[src/rtl/efuse_model_pkg.sv]
// rtl/efuse_model_pkg.sv - shared types, error bit indices and sizes for the eFuse macro model
package efuse_model_pkg;

    typedef enum logic [1:0] {
        IDLE   = 2'd0,
        RD_ACT = 2'd1,
        PG_ACT = 2'd2,
        REC    = 2'd3
    } state_t;

    localparam int FUSE_BITS  = 256;
    localparam int FUSE_BYTES = 32;
    localparam int CNT_W      = 10;
    localparam int ERR_W      = 5;

    localparam int ERR_PGM_SHORT = 0;
    localparam int ERR_RD_EARLY  = 1;
    localparam int ERR_REC       = 2;
    localparam int ERR_ADDR      = 3;
    localparam int ERR_ABORT     = 4;

    // Pulse counters hold at all-ones instead of wrapping on very long pulses.
    function automatic logic [CNT_W-1:0] sat_inc(input logic [CNT_W-1:0] c);
        return (c == {CNT_W{1'b1}}) ? c : c + 1'b1;
    endfunction

endpackage

[src/rtl/efuse_pulse_timer.sv]
// rtl/efuse_pulse_timer.sv - AEN edge detection and saturating high/low pulse-width counters
module efuse_pulse_timer
    import efuse_model_pkg::*;
(
    input  logic             clk,
    input  logic             rst,
    input  logic             aen,
    output logic             rise,
    output logic             fall,
    output logic [CNT_W-1:0] hcnt,
    output logic [CNT_W-1:0] lcnt
);

    logic aen_q;

    assign rise = aen & ~aen_q;
    assign fall = ~aen & aen_q;

    // aen_q resets high so an AEN held across reset is not seen as a new pulse.
    always_ff @(posedge clk) begin
        if (rst) begin
            aen_q <= 1'b1;
            hcnt  <= '0;
            lcnt  <= '0;
        end else begin
            aen_q <= aen;
            if (rise) begin
                hcnt <= {{(CNT_W-1){1'b0}}, 1'b1};
            end else if (aen) begin
                hcnt <= sat_inc(hcnt);
            end
            if (fall) begin
                lcnt <= {{(CNT_W-1){1'b0}}, 1'b1};
            end else if (!aen) begin
                lcnt <= sat_inc(lcnt);
            end
        end
    end

endmodule

[config.mk]
export PLATFORM = sky130hd
export DESIGN_NAME = efuse_pulse_timer
export DESIGN_NICKNAME = d
export VERILOG_FILES = /design/src/rtl/efuse_model_pkg.sv /design/src/rtl/efuse_pulse_timer.sv
export SDC_FILE = /design/constraint.sdc
export NUM_CORES = 1
export LEC_CHECK = 0
export ABC_AREA = 1
export ABC_CLOCK_PERIOD_IN_PS = 1600
export BUFFER_PORTS_ARGS = -buffer_cell sky130_fd_sc_hd__buf_4
export CELL_PAD_IN_SITES_DETAIL_PLACEMENT = 2
export CELL_PAD_IN_SITES_GLOBAL_PLACEMENT = 2
export CORE_ASPECT_RATIO = 0.6
export CORE_MARGIN = 2
export CORE_UTILIZATION = 28
export CTS_CLUSTER_SIZE = 8
export DETAILED_ROUTE_END_ITERATION = 12
export PLACE_DENSITY = 0.87
export SYNTH_ARGS = -nofsm -noshare
export SYNTH_HDL_FRONTEND = slang
export SYNTH_SLANG_ARGS = --single-unit
export TNS_END_PERCENT = 20
[constraint.sdc]
create_clock -name clk -period 1.6 [get_ports clk]
set_input_delay 0.08 -clock clk [delete_from_list [all_inputs] [get_ports clk]]
set_output_delay 0.08 -clock clk [all_outputs]
set_load 0.005 [all_outputs]
# After elaboration in Yosys (flattened, before gate mapping)

Index checks and enable logic that the tools add are counted.

Flip-flop bits (word level): 21
Latch bits: 0
Memory bits (writable): 0
Memory bits (read-only): 0
Input bits: 3
Output and inout bits: 22
Logic and storage cells: 31
Memories kept: 0

Add/subtract/negate cells: 2
Multipliers: 0
Divide/modulo/power cells: 0
Magnitude comparators: 0
Equality and inequality tests: 5
Shift-type cells: 0
Mux-type cells: 6
Bitwise gates (word level): 6
Reduce and logical (&&, ||, !) cells: 7

Operators with widths:

| operator                                       | count |
|---|---|
| adder 10 x 1 -> 10 bit (second input constant) | 2 |
| == test 10 bit (second input constant)         | 2 |
| AND reduction 2 bit                            | 4 |
| two-way mux 1 bit                              | 6 |
| != test 2 bit (second input constant)          | 2 |
| inverter 1 bit                                 | 4 |
| OR reduction 2 bit                             | 2 |
| bitwise AND 1 bit                              | 2 |
| != test 2 x 1 -> 1 bit (second input constant) | 1 |
| nonzero test 2 bit                             | 1 |

# Longest topological paths before layout

Gate-level depths: netlist (run 1).

Depth in word-level cells: 4
Depth in mapped cells: 8

# Worst setup path before layout (run 1)

Ideal clock, no wire load.

Path kind: register to register
From: register hcnt[0]
To: register hcnt[1]
Setup time: 0.113 ns
Arrival: 1.195 ns
Required time: 1.487 ns
Path slack: 0.292 ns
Cell stages (with the launch flop): 9
Buffers on the path: 0
Clock period less this slack: 1.308 ns
Cells stage by stage: dfxtp_1 > ha_1 > nand2_2 > nor2_4 > nand3_4 > nand2_4 > inv_2 > nor2_1 > nor2_1

Longest elaborated chain between the ends: 3

RTL lines:

| what                                                                           | line                    | text |
|---|---|---|
| start: declaration                                                             | efuse_pulse_timer.sv:10 | `output logic [CNT_W-1:0] hcnt,` |
| start signal: assignment                                                       | efuse_pulse_timer.sv:28 | `hcnt <= {{(CNT_W-1){1'b0}}, 1'b1};` |
| start signal: assignment                                                       | efuse_pulse_timer.sv:30 | `hcnt <= sat_inc(hcnt);` |
| parallel branches: the longest is 3 deep, another holds adder 10 x 1 -> 10 bit | --                      |  |

Parallel ways; which one is timed is not known.
A chain may end at the register's enable or synchronous reset.

# Worst setup path after layout (run 1)

From: register hcnt[1]
To: register hcnt[1]

The elaborated chain is that of the path after synthesis.

==> flow_metrics.tcl, run 1 <==
set metrics [dict create \
    status "finished clean" \
    p_per_area_mw_per_mm2 669 \
    route.detailed.drc 0 \
    synth_seq_area_share_pct 35.6 \
    leakage_nw 0.663 \
    slew_viol_final 0 \
    antenna_found_initial 0 \
    yosys_warnings 0 \
    setup_viol 0 \
    grt_pass1_vias 1317 \
    fin_setup_tns_ns 0 \
    dieWidth_um 87.9 \
    start_kind "flop" \
    peakVddDrop_uv 267 \
    insertion_delay_ns 0.27 \
    postSynthAreaPerCell_um2 6.64 \
    areaGrowthSynthToFinish_pct 27.9 \
    grt_pass1_wl_um 6840 \
    nNetsFinal 215 \
    ios 25 \
    cts_tree "done" \
    cts_sinks 21 \
    grt.overflow.total 0 \
    drtAntennaViolNets 0 \
    final_cell_mix "52 x nand2_1, 28 x nor2_1, 28 x buf_4" \
    wl_per_cell_um 15.9 \
    path_clk_slew_ns 0.08 \
    path_max_fanout 8 \
    syn_nets 183 \
    critPathRequiredTime_ns 1.76 \
    start_util_pct 29.0 \
    routed_wl_um 4280 \
    rows 18 \
    n_antenna_cell 0 \
    cts-root-buf "clkbuf_8" \
    rsz0062_at_grt "false" \
    vias 1275 \
    gp_congestion 0.818 \
    ys_types 20 \
    layout_commonest_cell "nand2_1" \
    vias_per_cell 4.74 \
    synth.top_cell.area_share_pct 35.6 \
    period_needed_ns 1.46 \
    ys_ff_latch 21 \
    slew-limit-headroom_pct 75.0 \
    synthCells 178 \
    drt-initial-drc-count 58 \
    hold_path.class "primary input to flop" \
    layout-drive-gt1-share_pct 22.0 \
    core_mm2 0.00408 \
    drtPass1Iterations 4 \
    die_y_um 54.3 \
    grtUsageTotal_pct 19.2 \
    dp_hpwl_um 3100 \
    hold_violations 0 \
    syn_area_mm2 0.00118 \
    place.port_buffers 24 \
    endpoint_kind "flop" \
    fmax_ghz 0.684 \
    synthTopCellsByArea "dfxtp_1 36%, nand2_1 17%, nor2_1 8.9%" \
    dieArea_mm2 0.00477 \
    cp.arrival_ns 1.62 \
    skew_ns 0.00338 \
    grt_max_degree 13 \
    yosysTopAreaCell "dfxtp_1" \
    timing.final.crit_share_pct 91.3 \
    postLayoutCoreUtil_pct 37.0 \
    path_class "flop to flop" \
    htree_levels 1 \
    cts_buffers 3 \
    maxCapViolCount 0 \
    cts_buffer_depth 2 \
    tightestPinTransition_ns 0.374 \
    hold_buffers 0 \
    fillerInstances 499 \
]
==> metal layers <==
metal  vias to the layer above  GRT usage [%]  part of all wire, %
met5                         -              0                    0
met4                         0           2.31                 0.44
met3                         2           3.92                  3.6
met2                        23           29.9                   45
met1                       629           28.0                   51
li1                        621              -                    -
==> worst max-delay path, stage by stage, from the launching register on <==
cell     delay, ns
dfxtp_2       0.37
ha_2          0.23
nand2_2       0.08
nor2_4        0.15
nand3_4       0.12
nand2_4       0.14
inv_2         0.09
nor2_1        0.12
nor2_1        0.06
==> timing repair <==
item | CTS | global route
resized for setup | 0 | 4
setup endpoints to repair | 0 | 14
buffers inserted | 0 | 0
==> cell usage after synthesis <==
cell type and instances:
nand4_1 8, inv_1 19, nand2_2 2, nand2_1 52
nor2_2 1, o21ai_1 3, buf_4 1, a21oi_1 11
nand2_4 2, nor2_4 2, nor2_1 28, nand3_4 1
dfxtp_1 21, inv_2 2, clkinv_1 2, ha_1 2
nand3_1 11, or2_2 1, xnor2_1 2, xor2_1 7
==> stage by stage <==
| step | hold slack, ns | std cells | power, mW | cell area [µm²] | setup WS, ns |
|---|---|---|---|---|---|
| 5_1_grt | 0.00451 | 269 | 1.06 | 1510 | 0.0119 |
| 3_5_place_dp | 0.289 | 265 | 0.652 | 1460 | 0.141 |
| 3_3_place_gp | 0.282 | 265 | 0.649 | 1460 | 0.194 |
| 4_1_cts | 0.000281 | 269 | 1.02 | 1500 | 0.0533 |
| 2_1_floorplan | 0.149 | 178 | 0.606 | 1180 | 0.292 |
| 6_report | 0.00547 | 269 | 1.01 | 1510 | 0.139 |
==> registers in the layout (all words and copies together), names as in the netlist <==
signal	count
hcnt	10
aen_q	1
lcnt	10
==> report_power, final <==
group | internal (mW) | switching, mW | total [mW]
combinational | 0.0396 | 0.0640 | 0.104
sequential | 0.533 | 0.0113 | 0.544
clock | 0.178 | 0.184 | 0.362
==> final timing paths <==
check	startpoint	to	slack, ns	cells past startpoint
max	hcnt[1]$_SDFFE_PP0P_	hcnt[1]$_SDFFE_PP0P_	0.14	8
min	rst	hcnt[0]$_SDFFE_PP0P_	0.005	2
max reg2reg	hcnt[1]$_SDFFE_PP0P_	hcnt[1]$_SDFFE_PP0P_	0.14	8
min reg2reg	lcnt[1]$_SDFFE_PP0P_	lcnt[1]$_SDFFE_PP0P_	0.54	2
==> kinds of logic after synthesis <==
group	after synthesis	synth area share [%]
compound gates	14	5.93
xor+xnor	9	6.67
fa+ha+maj	2	2.12
buf+inv	24	7.95
flops	21	35.6
simple gates	108	41.7
==> cell type report <==
type,instances,area (µm²),area share [%]
multi-input combinational,133,669,44.3
sequential,21,424,28.1
timing repair buffer,28,210,13.9
inverter,23,86.3,5.72
tap,60,75.1,4.97
clock buffer,4,45.0,2.98
No activity file was read; power rests on OpenSTA's default activity.
==> inputs of run 2 (changes only) <==
--- a/config.mk
+++ b/config.mk
@@ -11,7 +11,7 @@
 export CELL_PAD_IN_SITES_DETAIL_PLACEMENT = 2
 export CELL_PAD_IN_SITES_GLOBAL_PLACEMENT = 2
 export CORE_ASPECT_RATIO = 0.6
-export CORE_MARGIN = 2
+export CORE_MARGIN = 5
 export CORE_UTILIZATION = 28
 export CTS_CLUSTER_SIZE = 8
 export DETAILED_ROUTE_END_ITERATION = 12
==> run 2 against run 1 <==
Compared with the run above:
- fmax is 2.4% lower
- clock skew barely moved
- first-iteration DRC count is 72% lower
- critical path depth stayed put
- global-route usage shrank 3.9 points
- design area is 2.2% higher
- flip-flop and latch count is the same
- worst hold slack gained 0.14 ns
- register-to-register slack worse by 0.04 ns
- cell count grew 1.5%
- setup slack lost 0.036 ns
==> flow_metrics.tcl, run 2 (synthesis results as in run 1) <==
set metrics [dict create \
    grt_max_degree 13 \
    clkPwrFrac_pct 35.0 \
    postLayoutCoreUtil_pct 37.6 \
    grt_pass1_vias 1282 \
    route.detailed.drc 0 \
    n_antenna_cell 0 \
    maxCapViolCount 0 \
    cts_buffer_depth 2 \
    vias_per_cell 4.43 \
    tightestPinTransition_ns 0.327 \
    cts_buffers 3 \
    multiInputGateArea_um2 672 \
    areaGrowthSynthToFinish_pct 30.6 \
    drt-met1-wl_um 2190 \
    top_regs "hcnt (10), lcnt (10), aen_q (1)" \
    p_sw_share_pct 24.2 \
    setup_viol 0 \
    vias 1209 \
    cts-root-buf "clkbuf_8" \
    drtAntennaViolNets 0 \
    grt.overflow.total 0 \
    rows 18 \
    fin_setup_tns_ns 0 \
    design_area_mm2 0.00154 \
    cts_sinks 21 \
    intPower_mw 0.753 \
    die_y_um 60.3 \
    htree_levels 1 \
    timing.final.crit_share_pct 93.6 \
    highest_layer "met4" \
    fmax_ghz 0.668 \
    p_seq_share_pct 54.5 \
    dieArea_mm2 0.00566 \
    path_clk_slew_ns 0.08 \
    p_per_area_mw_per_mm2 644 \
    status "finished clean" \
    antenna_found_initial 0 \
    whs_ns 0.148 \
    placed_cells 268 \
    cts_tree "done" \
    ios 25 \
    dp_hpwl_um 3240 \
    cts_setup_buffers 0 \
    final-seq-area_um2 422 \
    dieWidth_um 93.9 \
    grt_pass1_wl_um 6600 \
    totalPowerFinal_mw 0.994 \
    endpoint_kind "flop" \
    wl_per_cell_um 14.5 \
    place.port_buffers 24 \
    fillerInstances 512 \
    cp.arrival_ns 1.64 \
    nNetsFinal 219 \
    path_cells "ha_2, nand2_2, nor2_4, nand3_4, nand2_4, inv_2, nand2_1, a21oi_1" \
    peakVddDrop_uv 316 \
    max_stage_delay_ns 0.41 \
    period_needed_ns 1.50 \
    layout_commonest_cell "nand2_1" \
    path_max_fanout 8 \
    hold_path.class "primary input to flop" \
    grtUsageTotal_pct 15.2 \
    met3_length_um 96 \
    place_area_mm2 0.00148 \
    placement.setup.worst_slack_ns 0.0920 \
    fin_ws_ns 0.103 \
    insertion_delay_ns 0.26 \
    leakage_nw 0.682 \
    critPathRequiredTime_ns 1.74 \
    start_util_pct 28.8 \
    drtPass1Iterations 4 \
    rsz0062_at_grt "false" \
    cp_slowest_cell "dfxtp_1" \
    hold_violations 0 \
    skew_ns 0.00324 \
    power_switching_mw 0.241 \
    wl_met2_um 1660 \
    core_mm2 0.00410 \
    slew_viol_final 0 \
    layout.cells.non_filler 273 \
    layout-drive-gt1-share_pct 22.5 \
    gp_congestion 0.711 \
    slew-limit-headroom_pct 78.1 \
    drt-initial-drc-count 16 \
    routed_wl_um 3970 \
    p_comb_share_pct 10.5 \
    start_kind "flop" \
    final_cell_mix "52 x nand2_1, 31 x buf_4, 27 x nor2_1" \
    path_class "flop to flop" \
]
## run 2: changes by cell type in the layout (fill, tap and decap cells not counted), sizes merged
cell and delta:
buf +3, dlygate4sd3 +1
## run 2: final cells by class
| class | count | area share, % |
|---|---|---|
| multi-input combinational | 133 | 43.6 |
| sequential | 21 | 27.3 |
| timing repair buffer | 32 | 15.7 |
| inverter | 23 | 5.60 |
| tap | 60 | 4.87 |
| clock buffer | 4 | 2.92 |
## run 2: repair_timing
action                                  4_1_cts  5_1_grt
endpoints found under the hold margin         2        0
hold buffers                                  1        0
endpoints found under the setup margin        0       15
resized for setup                             0        3
## run 2: critical path, delay by kind of cell, from the launching register on
kind            cells  cell delay, ns
compound gates      1            0.07
buf+inv             1            0.09
fa+ha+maj           1            0.24
flops               1            0.41
simple gates        5            0.56
## run 2: power by group through the flow
stage                     sequential, mW  clock, mW  combinational [mW]
after floorplan                    0.555          0              0.0512
after global placement             0.552          0               0.100
after detailed placement           0.553          0               0.103
after CTS                          0.541      0.365               0.106
after global routing               0.543      0.390               0.118
final                              0.541      0.348               0.104
## run 2: final timing paths
check | start | to | slack, ns | cells after the start
setup / recovery | hcnt[1]$_SDFFE_PP0P_ | hcnt[5]$_SDFFE_PP0P_ | 0.10 | 8
hold / removal | aen | aen_q$_SDFF_PP1_ | 0.15 | 2
setup reg to reg | hcnt[1]$_SDFFE_PP0P_ | hcnt[5]$_SDFFE_PP0P_ | 0.10 | 8
hold reg to reg | lcnt[1]$_SDFFE_PP0P_ | lcnt[1]$_SDFFE_PP0P_ | 0.53 | 2
## run 2: per-layer routing
layer  vias to the layer above  GRT usage (%)
li1                        628              -
met5                         -              0
met3                         2           3.02
met1                       563           22.5
met4                         0           3.09
met2                        16           23.1
==> inputs of run 3 (changes only) <==
--- a/config.mk
+++ b/config.mk
@@ -12,10 +12,11 @@
 export CELL_PAD_IN_SITES_GLOBAL_PLACEMENT = 2
 export CORE_ASPECT_RATIO = 0.6
 export CORE_MARGIN = 5
-export CORE_UTILIZATION = 28
+export CORE_UTILIZATION = 30
+export CTS_BUF_LIST = sky130_fd_sc_hd__clkbuf_4 sky130_fd_sc_hd__clkbuf_8
 export CTS_CLUSTER_SIZE = 8
 export DETAILED_ROUTE_END_ITERATION = 12
-export PLACE_DENSITY = 0.87
+export PLACE_DENSITY = 0.88
 export SYNTH_ARGS = -nofsm -noshare
 export SYNTH_HDL_FRONTEND = slang
 export SYNTH_SLANG_ARGS = --single-unit
==> constraint.sdc (replaced) <==
create_clock -name clk -period 1.6 [get_ports clk]
set_input_delay 0.08 -clock clk [delete_from_list [all_inputs] [get_ports clk]]
set_output_delay 0.08 -clock clk [all_outputs]
set_load 0.02 [all_outputs]
==> run 3 against run 2 <==
Compared with the run above:
- routed wire length grew 21%
- setup slack lost 0.043 ns
- cell count shrank 6.2%
- first-iteration DRC count grew to 3.6 times the previous value
- critical endpoint is now hcnt[1]$_SDFFE_PP0P_
- largest cell class unchanged
==> flow_metrics.tcl, run 3 (synthesis results as in run 1) <==
set metrics [dict create \
    drt-initial-drc-count 57 \
    hold_violations 0 \
    gp_congestion 0.807 \
    rows 17 \
    hold_path.class "primary input to flop" \
    leakage_nw 0.681 \
    dieWidth_um 91.0 \
    place_area_mm2 0.00144 \
    path_max_fanout 8 \
    slew-limit-headroom_pct 72.6 \
    n_antenna_cell 0 \
    final_cell_mix "52 x nand2_1, 27 x buf_4, 26 x nor2_1" \
    critPathRequiredTime_ns 1.76 \
    vias 1299 \
    postLayoutCoreUtil_pct 41.1 \
    power_switching_mw 0.297 \
    place.port_buffers 24 \
    grt_pass1_wl_um 7700 \
    core_mm2 0.00372 \
    antenna_found_initial 0 \
    period_needed_ns 1.54 \
    design_area_mm2 0.00153 \
    cts_setup_buffers 0 \
    whs_ns 0.138 \
    p_comb_share_pct 12.3 \
    grt.overflow.total 0 \
    drtPass1Iterations 4 \
    cts_buffers 3 \
    cts_tree "done" \
    top_regs "hcnt (10), lcnt (10), aen_q (1)" \
    status "finished clean" \
    insertion_delay_ns 0.28 \
    intPower_mw 0.775 \
    setup_viol 0 \
    cts-root-buf "clkbuf_8" \
    totalPowerFinal_mw 1.07 \
    cts_buffer_depth 2 \
    clkPwrFrac_pct 36.7 \
    timing.final.crit_share_pct 96.2 \
    die_y_um 58.6 \
    dieArea_mm2 0.00533 \
    routed_wl_um 4820 \
    path_clk_slew_ns 0.08 \
    htree_levels 1 \
    fmax_ghz 0.649 \
    fin_setup_tns_ns 0 \
    nNetsFinal 215 \
    cts_sinks 21 \
    route.detailed.drc 0 \
    tightestPinTransition_ns 0.410 \
    p_sw_share_pct 27.7 \
    dp_hpwl_um 3430 \
    p_seq_share_pct 50.9 \
    fillerInstances 458 \
    skew_ns 0.00568 \
    peakVddDrop_uv 378 \
    endpoint_kind "flop" \
    slew_viol_final 0 \
    path_class "flop to flop" \
    start_util_pct 31.7 \
    grt_pass1_vias 1420 \
    p_per_area_mw_per_mm2 701 \
    maxCapViolCount 0 \
    vias_per_cell 5.07 \
    layout_commonest_cell "nand2_1" \
    layout-drive-gt1-share_pct 23.0 \
    ios 25 \
    cp.arrival_ns 1.70 \
    grtUsageTotal_pct 18.7 \
    drtAntennaViolNets 0 \
    areaGrowthSynthToFinish_pct 29.6 \
    wl_per_cell_um 18.8 \
    start_kind "flop" \
    grt_max_degree 13 \
]
[run 3: what timing repair did]
action	in CTS	in global routing
gates resized for setup	3	6
hold endpoints to repair	1	0
hold buffers	1	0
endpoints found under the setup margin	3	11
pin swaps	0	1
[run 3: power groups by stage]
stage	combinational, mW	clock, mW	sequential [mW]
global placement	0.109	0	0.553
CTS	0.126	0.393	0.543
floorplan	0.0542	0	0.564
finish	0.132	0.394	0.546
detailed placement	0.119	0	0.554
global route	0.143	0.425	0.546
[run 3: final cells by class]
| cell class | count | area [µm²] | area share (%) |
|---|---|---|---|
| Multi-Input combinational cell | 133 | 701 | 45.8 |
| Inverter | 23 | 86.3 | 5.64 |
| Timing Repair Buffer | 28 | 213 | 13.9 |
| Tap cell | 47 | 58.8 | 3.84 |
| Sequential cell | 21 | 423 | 27.6 |
| Clock buffer | 4 | 48.8 | 3.19 |
[run 3: metal layers]
| layer | global-route usage (%) | vias up | wire length [µm] |
|---|---|---|---|
| met2 | 32.6 | 21 | 2320 |
| met5 | 0 | - | 0 |
| met4 | 3.77 | 0 | 40 |
| li1 | - | 619 | - |
| met1 | 24.1 | 653 | 2320 |
| met3 | 3.96 | 6 | 142 |
[run 3: critical path, cell delays in order, from the launching register on]
cell and delay, ns:
dfxtp_1 0.42, ha_4 0.20, nand2_2 0.07, nor2_4 0.16
nand3_4 0.12, nand2_4 0.13, inv_2 0.09, nor2_1 0.15
nor2_1 0.09
[run 3: metrics by stage]
stage / worst slack (ns) / cells
after floorplan: 0.155 / 178
after global placement: 0.170 / 251
after detailed placement: 0.0213 / 251
after CTS: 0.0200 / 256
after global routing: -0.0123 / 256
final: 0.0601 / 256
[run 3: worst paths after layout]
| kind | from | to | slack (ns) | cells after the start |
|---|---|---|---|---|
| setup / recovery | hcnt[0]$_SDFFE_PP0P_ | hcnt[1]$_SDFFE_PP0P_ | 0.06 | 8 |
| hold / removal | aen | aen_q$_SDFF_PP1_ | 0.14 | 2 |
| setup reg to reg | hcnt[0]$_SDFFE_PP0P_ | hcnt[1]$_SDFFE_PP0P_ | 0.06 | 8 |
| hold reg to reg | hcnt[9]$_SDFFE_PP0P_ | hcnt[9]$_SDFFE_PP0P_ | 0.54 | 2 |
